===== src/rtl/timer_alarm_pkg.sv =====
// Shared types and constants for the timer alarm scheduler.
//   state_e     : scheduler FSM states
//   RESP_*      : AXI4-Lite response codes
//   DEF_*       : default timer register map and ctrl words
//   is_due()    : true when a modular tick delta has reached or passed zero
package timer_alarm_pkg;

  typedef enum logic [2:0] {
    ST_INIT,
    ST_IDLE,
    ST_RD_NOW,
    ST_SCAN,
    ST_PROG,
    ST_VERIFY
  } state_e;

  localparam logic [1:0] RESP_OKAY   = 2'b00;
  localparam logic [1:0] RESP_EXOKAY = 2'b01;
  localparam logic [1:0] RESP_SLVERR = 2'b10;
  localparam logic [1:0] RESP_DECERR = 2'b11;

  localparam logic [31:0] DEF_VAL_ADDR   = 32'h0000_0010;
  localparam logic [31:0] DEF_CMP_ADDR   = 32'h0000_000C;
  localparam logic [31:0] DEF_CTRL_ADDR  = 32'h0000_0008;
  localparam logic [31:0] DEF_CTRL_ARMED = 32'h0000_0003;
  localparam logic [31:0] DEF_CTRL_IDLE  = 32'h0000_0001;

  // A deadline is due when deadline - now (mod 2^32) is zero or has the sign
  // bit set, i.e. it lies at most 2^31 ticks in the past.
  function automatic logic is_due(input logic [31:0] delta);
    return (delta == 32'h0) || delta[31];
  endfunction

endpackage


===== src/rtl/timer_alarm_axil_mst.sv =====
// Single-outstanding AXI4-Lite master.
//   req/write/addr/wdata : start one transaction (only while no transaction is open)
//   done                 : one-cycle pulse when the response has been taken
//   rdata                : read data, valid together with done after a read
//   cfg_*                : AXI4-Lite master channels; AW and W handshake independently,
//                          B is accepted only once both have completed.
// Response codes are not acted on; the caller always sees done.
module timer_alarm_axil_mst (
  input  logic        clk_i,
  input  logic        rst_ni,
  input  logic        req,
  input  logic        write,
  input  logic [31:0] addr,
  input  logic [31:0] wdata,
  output logic        done,
  output logic [31:0] rdata,
  output logic        cfg_awvalid_o,
  output logic [31:0] cfg_awaddr_o,
  input  logic        cfg_awready_i,
  output logic        cfg_wvalid_o,
  output logic [31:0] cfg_wdata_o,
  output logic [3:0]  cfg_wstrb_o,
  input  logic        cfg_wready_i,
  input  logic        cfg_bvalid_i,
  input  logic [1:0]  cfg_bresp_i,
  output logic        cfg_bready_o,
  output logic        cfg_arvalid_o,
  output logic [31:0] cfg_araddr_o,
  input  logic        cfg_arready_i,
  input  logic        cfg_rvalid_i,
  input  logic [31:0] cfg_rdata_i,
  input  logic [1:0]  cfg_rresp_i,
  output logic        cfg_rready_o
);

  assign cfg_wstrb_o = 4'hF;

  // The last open address/data channel completes at the coming edge.
  logic aw_w_last;
  assign aw_w_last = (cfg_awvalid_o || cfg_wvalid_o) &&
                     (!cfg_awvalid_o || cfg_awready_i) &&
                     (!cfg_wvalid_o  || cfg_wready_i);

  // NOTE: state registers use non-blocking assignments so every flop samples
  // pre-edge values regardless of statement order.
  always_ff @(posedge clk_i or negedge rst_ni) begin
    if (!rst_ni) begin
      done          <= 1'b0;
      rdata         <= 32'h0;
      cfg_awvalid_o <= 1'b0;
      cfg_awaddr_o  <= 32'h0;
      cfg_wvalid_o  <= 1'b0;
      cfg_wdata_o   <= 32'h0;
      cfg_bready_o  <= 1'b0;
      cfg_arvalid_o <= 1'b0;
      cfg_araddr_o  <= 32'h0;
      cfg_rready_o  <= 1'b0;
    end else begin
      done <= 1'b0;
      if (req && write) begin
        cfg_awvalid_o <= 1'b1;
        cfg_wvalid_o  <= 1'b1;
        cfg_awaddr_o  <= addr;
        cfg_wdata_o   <= wdata;
      end
      if (req && !write) begin
        cfg_arvalid_o <= 1'b1;
        cfg_araddr_o  <= addr;
        cfg_rready_o  <= 1'b1;
      end
      if (cfg_awvalid_o && cfg_awready_i) cfg_awvalid_o <= 1'b0;
      if (cfg_wvalid_o && cfg_wready_i)   cfg_wvalid_o  <= 1'b0;
      if (aw_w_last) cfg_bready_o <= 1'b1;
      if (cfg_bready_o && cfg_bvalid_i) begin
        cfg_bready_o <= 1'b0;
        done         <= 1'b1;
      end
      if (cfg_arvalid_o && cfg_arready_i) cfg_arvalid_o <= 1'b0;
      if (cfg_rready_o && cfg_rvalid_i) begin
        cfg_rready_o <= 1'b0;
        rdata        <= cfg_rdata_i;
        done         <= 1'b1;
      end
    end
  end

endmodule


===== src/rtl/timer_alarm_sched.sv =====
// Multiplexes NUM_SLOTS software alarms onto one timer compare channel.
//   arm_*     : arm (deadline) or cancel a slot; accepted only while idle
//   expire_*  : lowest-numbered expired slot, popped on valid && ready
//   irq_i     : timer interrupt (level), triggers a rescan
//   cfg_*     : AXI4-Lite master to the timer register block
//   busy_o    : scheduler FSM not idle
// Optional macro TIMER_ALARM_PERIODIC_EN adds arm_period_i and periodic reload.
module timer_alarm_sched
  import timer_alarm_pkg::*;
#(
  parameter int unsigned NUM_SLOTS  = 4,
  parameter logic [31:0] VAL_ADDR   = DEF_VAL_ADDR,
  parameter logic [31:0] CMP_ADDR   = DEF_CMP_ADDR,
  parameter logic [31:0] CTRL_ADDR  = DEF_CTRL_ADDR,
  parameter logic [31:0] CTRL_ARMED = DEF_CTRL_ARMED,
  parameter logic [31:0] CTRL_IDLE  = DEF_CTRL_IDLE
) (
  input  logic                         clk_i,
  input  logic                         rst_ni,
  input  logic                         arm_valid_i,
  output logic                         arm_ready_o,
  input  logic [$clog2(NUM_SLOTS)-1:0] arm_id_i,
  input  logic                         arm_cancel_i,
  input  logic [31:0]                  arm_deadline_i,
`ifdef TIMER_ALARM_PERIODIC_EN
  input  logic [31:0]                  arm_period_i,
`endif
  output logic                         expire_valid_o,
  output logic [$clog2(NUM_SLOTS)-1:0] expire_id_o,
  input  logic                         expire_ready_i,
  input  logic                         irq_i,
  output logic                         cfg_awvalid_o,
  output logic [31:0]                  cfg_awaddr_o,
  input  logic                         cfg_awready_i,
  output logic                         cfg_wvalid_o,
  output logic [31:0]                  cfg_wdata_o,
  output logic [3:0]                   cfg_wstrb_o,
  input  logic                         cfg_wready_i,
  input  logic                         cfg_bvalid_i,
  input  logic [1:0]                   cfg_bresp_i,
  output logic                         cfg_bready_o,
  output logic                         cfg_arvalid_o,
  output logic [31:0]                  cfg_araddr_o,
  input  logic                         cfg_arready_i,
  input  logic                         cfg_rvalid_i,
  input  logic [31:0]                  cfg_rdata_i,
  input  logic [1:0]                   cfg_rresp_i,
  output logic                         cfg_rready_o,
  output logic                         busy_o
);

  localparam int unsigned IW = $clog2(NUM_SLOTS);

  state_e                 state, state_n;
  logic                   pend, prog_step;
  logic [31:0]            now;
  logic [IW-1:0]          scan_idx;
  logic                   min_found;
  logic [31:0]            min_delta, min_deadline;
  logic [NUM_SLOTS-1:0]   active, expired, exp_n;
  logic [31:0]            deadline [NUM_SLOTS];
`ifdef TIMER_ALARM_PERIODIC_EN
  logic [31:0]            period [NUM_SLOTS];
  logic [31:0]            reload_deadline;
`endif

  logic        req, req_write, done;
  logic [31:0] req_addr, req_wdata, mst_rdata;
  logic        arm_fire;
  logic [31:0] cur_deadline, cur_delta, cand_delta, cand_deadline;
  logic        cur_due, cand_valid, reload, take;

  assign arm_fire = arm_valid_i && arm_ready_o;
  assign busy_o   = (state != ST_IDLE);

  always_ff @(posedge clk_i or negedge rst_ni) begin
    if (!rst_ni) state <= ST_INIT;
    else         state <= state_n;
  end

  // NOTE: every output of this block gets a default first, so no path through
  // the case statement can leave a latch behind.
  always_comb begin
    state_n     = state;
    arm_ready_o = 1'b0;
    req         = 1'b0;
    req_write   = 1'b1;
    req_addr    = CTRL_ADDR;
    req_wdata   = CTRL_IDLE;
    case (state)
      ST_INIT: begin
        req = !pend;
        if (done) state_n = ST_IDLE;
      end
      ST_IDLE: begin
        arm_ready_o = 1'b1;
        if (arm_valid_i || irq_i) state_n = ST_RD_NOW;
      end
      ST_RD_NOW: begin
        req       = !pend;
        req_write = 1'b0;
        req_addr  = VAL_ADDR;
        if (done) state_n = ST_SCAN;
      end
      ST_SCAN: begin
        if (scan_idx == IW'(NUM_SLOTS - 1)) state_n = ST_PROG;
      end
      ST_PROG: begin
        // Step 0 writes CMP when an alarm was chosen; the ctrl write is last.
        req = !pend;
        if (min_found && !prog_step) begin
          req_addr  = CMP_ADDR;
          req_wdata = min_deadline;
        end else if (min_found) begin
          req_wdata = CTRL_ARMED;
        end
        if (done && !(min_found && !prog_step)) state_n = ST_VERIFY;
      end
      ST_VERIFY: begin
        // Re-read the counter: if it already passed the programmed deadline
        // the compare may have been missed, so rescan with the fresh value.
        if (!min_found) begin
          state_n = ST_IDLE;
        end else begin
          req       = !pend;
          req_write = 1'b0;
          req_addr  = VAL_ADDR;
          if (done) state_n = is_due(min_deadline - mst_rdata) ? ST_SCAN : ST_IDLE;
        end
      end
      default: state_n = ST_INIT;
    endcase
  end

  // Slot under evaluation during SCAN and its candidacy for the next compare.
  always_comb begin
    cur_deadline  = deadline[scan_idx];
    cur_delta     = cur_deadline - now;
    cur_due       = active[scan_idx] && is_due(cur_delta);
    cand_valid    = active[scan_idx] && !cur_due;
    cand_delta    = cur_delta;
    cand_deadline = cur_deadline;
`ifdef TIMER_ALARM_PERIODIC_EN
    reload          = cur_due && (period[scan_idx] != 32'h0);
    reload_deadline = cur_deadline + period[scan_idx];
    if (reload) begin
      cand_deadline = reload_deadline;
      cand_delta    = reload_deadline - now;
      cand_valid    = !is_due(cand_delta);
    end
`else
    reload = 1'b0;
`endif
    // Strict less-than keeps the lowest index on equal deltas.
    take = cand_valid && (!min_found || (cand_delta < min_delta));
  end

  always_comb begin
    exp_n = expired;
    if (expire_valid_o && expire_ready_i) exp_n[expire_id_o] = 1'b0;
    if (arm_fire) exp_n[arm_id_i] = 1'b0;
    if (state == ST_SCAN && cur_due) exp_n[scan_idx] = 1'b1;
  end

  always_comb begin
    expire_id_o = '0;
    for (int i = NUM_SLOTS - 1; i >= 0; i--) begin
      if (expired[i]) expire_id_o = IW'(i);
    end
  end
  assign expire_valid_o = |expired;

  always_ff @(posedge clk_i or negedge rst_ni) begin
    if (!rst_ni) begin
      pend         <= 1'b0;
      prog_step    <= 1'b0;
      now          <= 32'h0;
      scan_idx     <= '0;
      min_found    <= 1'b0;
      min_delta    <= 32'h0;
      min_deadline <= 32'h0;
      active       <= '0;
      expired      <= '0;
    end else begin
      expired <= exp_n;
      if (req)       pend <= 1'b1;
      else if (done) pend <= 1'b0;
      if (done && (state == ST_RD_NOW || state == ST_VERIFY)) now <= mst_rdata;
      prog_step <= (state == ST_PROG) && (prog_step || done);
      if (arm_fire) active[arm_id_i] <= !arm_cancel_i;
      if (state_n == ST_SCAN && state != ST_SCAN) begin
        scan_idx  <= '0;
        min_found <= 1'b0;
      end else if (state == ST_SCAN) begin
        scan_idx <= scan_idx + 1'b1;
        if (cur_due && !reload) active[scan_idx] <= 1'b0;
        if (take) begin
          min_found    <= 1'b1;
          min_delta    <= cand_delta;
          min_deadline <= cand_deadline;
        end
      end
    end
  end

  // NOTE: slot storage has no reset; a slot's contents only matter once its
  // active bit (which is reset) has been set by an arm.
  always_ff @(posedge clk_i) begin
    if (arm_fire && !arm_cancel_i) begin
      deadline[arm_id_i] <= arm_deadline_i;
`ifdef TIMER_ALARM_PERIODIC_EN
      period[arm_id_i]   <= arm_period_i;
`endif
    end
`ifdef TIMER_ALARM_PERIODIC_EN
    if (state == ST_SCAN && reload) deadline[scan_idx] <= reload_deadline;
`endif
  end

  timer_alarm_axil_mst u_axil (
    .clk_i         (clk_i),
    .rst_ni        (rst_ni),
    .req           (req),
    .write         (req_write),
    .addr          (req_addr),
    .wdata         (req_wdata),
    .done          (done),
    .rdata         (mst_rdata),
    .cfg_awvalid_o (cfg_awvalid_o),
    .cfg_awaddr_o  (cfg_awaddr_o),
    .cfg_awready_i (cfg_awready_i),
    .cfg_wvalid_o  (cfg_wvalid_o),
    .cfg_wdata_o   (cfg_wdata_o),
    .cfg_wstrb_o   (cfg_wstrb_o),
    .cfg_wready_i  (cfg_wready_i),
    .cfg_bvalid_i  (cfg_bvalid_i),
    .cfg_bresp_i   (cfg_bresp_i),
    .cfg_bready_o  (cfg_bready_o),
    .cfg_arvalid_o (cfg_arvalid_o),
    .cfg_araddr_o  (cfg_araddr_o),
    .cfg_arready_i (cfg_arready_i),
    .cfg_rvalid_i  (cfg_rvalid_i),
    .cfg_rdata_i   (cfg_rdata_i),
    .cfg_rresp_i   (cfg_rresp_i),
    .cfg_rready_o  (cfg_rready_o)
  );

endmodule


===== config.mk =====
export PLATFORM = sky130hd
export DESIGN_NAME = timer_alarm_sched
export DESIGN_NICKNAME = d
export VERILOG_FILES = /design/src/rtl/timer_alarm_pkg.sv /design/src/rtl/timer_alarm_axil_mst.sv /design/src/rtl/timer_alarm_sched.sv
export SDC_FILE = /design/constraint.sdc
export NUM_CORES = 1
export LEC_CHECK = 0
export CAP_MARGIN = 10
export CORE_UTILIZATION = 53
export CTS_BUF_LIST = sky130_fd_sc_hd__clkbuf_4
export DETAILED_ROUTE_END_ITERATION = 8
export GPL_TIMING_DRIVEN = 0
export PLACE_DENSITY = 0.78
export SLEW_MARGIN = 15
export SYNTH_ARGS = -nofsm -noshare
export SYNTH_HDL_FRONTEND = slang
export SYNTH_SLANG_ARGS = --single-unit
export TNS_END_PERCENT = 50

===== constraint.sdc =====
create_clock -name clk_i -period 7.02 [get_ports clk_i]
set_input_delay 1.755 -clock clk_i [delete_from_list [all_inputs] [get_ports clk_i]]
set_output_delay 1.755 -clock clk_i [all_outputs]
set_load 0.05 [all_outputs]

==> run metrics <==
Setup Crit Path Kind=flop to flop; CTS tree=yes; Commonest cells post-synth=dfrtp_1, edfxtp_1, inv_1; layout cells sized above 1=between 10% and 20%; initial antenna violation count=2; htree depth=3; area growth from synthesis to layout=19.5%; FP Rows=66; CTS Buffer Depth=3; met2 WL=approximately 23,000 um; main area contributors after synthesis=dfrtp_1, edfxtp_1, ha_1, mux2_4, mux4_2; WL final=47,100 um; worst path arrival time=around 7400 ps; CTS Buf Count=84; max layer used=met4; Syn Area/Cell=approximately 11 um2; asr flop ratio synth=between 50% and 60%; Post-Syn Area=approximately 18,000 um2; endpoints failing setup=0; GPL Wtd Cong=approximately 0.95; Yosys top cell area share=between 20% and 30%; post-synthesis sequential area ratio=around half; First-pass DRT Iterations=7; largest net degree at the start of global routing=~100; # DRC=0; Critical Path RT=between 7000 and 8000 ps; Via Count=between 10,000 and 15,000; Root Driver=clkbuf_4; highest clock rate=approximately 150 MHz; HP Class=flop to flop; clk slew on worst S/H paths=~60 ps; YS warnings=0; status=finished clean; dominant cell type by area after synthesis=dfrtp_1; #FFs+latches synth=roughly 320; Synth cell types=81; Vias per Instance=5.74; clk sinks=about 320; Max-Cap Viols=0; hpwl dp=35,500 um; die width=about 180 um; DIE AREA=between 30,000 and 40,000 um2; final hold viol count=0; P_leak=9.03 nW; gr usage total=~28%; Core Area=about 33,000 um2; min Tclk post-route=roughly 6700 ps; clock skew=roughly 56 ps; Post-synth top flop=dfrtp_1; Placement Cell Area=roughly 20,000 um2; Hold WS=478 ps; Max Slew Vio Count=0; Mapped Cells=around 1,600; Met1 Routed Length=between 20,000 and 25,000 um; Cell Pwr Density=slightly above 500 nW/um2; clk_lat worst skew=between 700 and 800 ps; first-pass GRT wire length=72,800 um; chip height=between 150 and 200 um; Setup crit end kind=flop; Rel. slew slack=22.6%; EDFF count, synth=128; grt total ovfl=0; maximum vdd drop=0.257 mV; Iter 0 DRT Violations=~1,100; design area=21,200 um2; largest fanout on the critical path=10; met3 wire length=2960 um; post-DR wirelength/cell=about 20 um; final net count=2,034; final period utilization=95.7%; CP Launch Type=flop; worst-margin pin slew=1130 ps; top-count cell post-synth=dfrtp_1; ANT nets after route=0; vias in the first global route=~13,000; Port Buf Inserts=approximately 120; Initial Utilization=a little over half; num ports=approximately 190
-- cell families after synthesis --
| family | after synthesis | share of synthesized area (%) |
|---|---|---|
| compound gates | 369 | 14.0 |
| xor+xnor | 34 | 1.68 |
| fa+ha+maj | 99 | 7.08 |
| buf+inv | 251 | 6.91 |
| flops | 316 | 48.3 |
| mux | 136 | 11.8 |
| other cells | 2 | 0.0424 |
| simple gates | 361 | 10.2 |
-- power breakdown --
| part | leakage [nW] | internal [mW] | total [mW] | switching (mW) |
|---|---|---|---|---|
| Combinational | 4.80 | 2.52 | 6.45 | 3.93 |
| Clock | 0.646 | 0.838 | 1.63 | 0.791 |
| Sequential | 3.59 | 2.31 | 2.62 | 0.314 |
| Total | 9.03 | 5.67 | 10.7 | 5.04 |
-- final cells by class --
type,count,area [um2]
diodes,4,10.0
plain buffers,128,783
clock buffers,128,961
clock inverters,29,130
fillers,2476,11500
inverters,123,462
multi-input cells,1061,8240
flip-flops and latches,316,8550
well taps,442,553
repair buffers,140,1470
-- sequential cells by signal (all words and copies together), names as in the netlist, 3 cells and up --
| signal | count |
|---|---|
| deadline | 128 |
| min_deadline | 32 |
| min_delta | 32 |
| now | 32 |
| u_axil.cfg_wdata_o | 32 |
| u_axil.rdata | 32 |
| active | 4 |
| expired | 4 |
| state | 3 |
| u_axil.cfg_araddr_o | 3 |
| u_axil.cfg_awaddr_o | 3 |
-- repair_timing --
action	CTS	global route
setup endpoints to repair	64	63
gates cloned	0	0
gates resized for setup	22	9
hold buffers	0	0
buffers inserted	3	2
pin swaps	0	1
-- critical path: stages (launching register included) --
cell	delay [ps]
dfrtp_1	380
clkbuf_4	260
buf_4	280
mux4_2	610
ha_1	300
buf_2	180
and3_1	190
a221o_1	340
a2111o_1	480
a21oi_2	300
o41ai_1	110
o21a_1	170
nor2_1	180
xor2_2	230
inv_1	80
ha_1	310
nand4_1	120
a2111oi_2	370
nand2_1	90
o211a_1	250
o41a_1	420
nand3b_1	230
a31oi_4	60
buf_12	180
buf_6	170
mux2_4	300
-- layer usage --
layer / up-vias / GRT usage, %
li1: 6306 / -
met1: 6673 / 37.8
met2: 539 / 45.4
met3: 93 / 5.43
met4: 0 / 11.0
met5: - / 0
-- stage by stage --
step / util, % / setup TNS (ps) / instances / total power [mW] / setup slack, ps
6_report: 64.7 / 0 / 2371 / 10.7 / 305
4_1_cts: 64.5 / 0 / 2365 / 10.6 / 40.4
3_3_place_gp: 60.3 / -770660 / 2194 / 8.69 / -3610
2_1_floorplan: - / 0 / 1628 / 7.14 / 391
3_5_place_dp: 61.0 / -68730 / 2205 / 8.84 / -1130
5_1_grt: 64.7 / -87.7 / 2369 / 11.5 / -16.1
-- final timing paths --
| check | start | end | slack, ps | cells past startpoint |
|---|---|---|---|---|
| worst min-delay path | u_axil.cfg_araddr_o[4] | u_axil.cfg_araddr_o[4] | 480 | 1 |
| min in group asynchronous | rst_ni | u_axil.cfg_wdata_o[19] | 960 | 2 |
| worst max register to register | scan_idx[0] | min_deadline[31] | 300 | 25 |
| max in group asynchronous | rst_ni | expired[1] | 5150 | 3 |
| worst max-delay path | scan_idx[0] | min_deadline[31] | 300 | 25 |
| worst min register to register | u_axil.cfg_araddr_o[4] | u_axil.cfg_araddr_o[4] | 480 | 1 |
-- cells in the final DEF, fill, tap and decap left out, types with 10 or more instances in the layout --
cell type and instances:
a31oi_1 14, nand2_1 103, nand2b_1 16, a21o_1 20, dfrtp_1 188, a22o_1 31, nand3_1 35, a21oi_1 85
o21ai_0 87, nor2_1 77, and3_1 11, a211oi_1 10, xnor2_1 15, buf_4 71, mux2_4 53, clkbuf_1 45
a211o_1 11, mux2i_1 12, conb_1 62, nand4_1 21, ha_1 97, nor2b_1 10, xor2_1 17, nor3_1 25
mux4_2 33, inv_1 123, o21a_1 13, nor4_1 12, mux2_2 38, clkinv_1 18, edfxtp_1 128, clkbuf_4 130
clkdlybuf4s50_1 123, o211ai_1 11
Power figures use the tool's default switching activity.
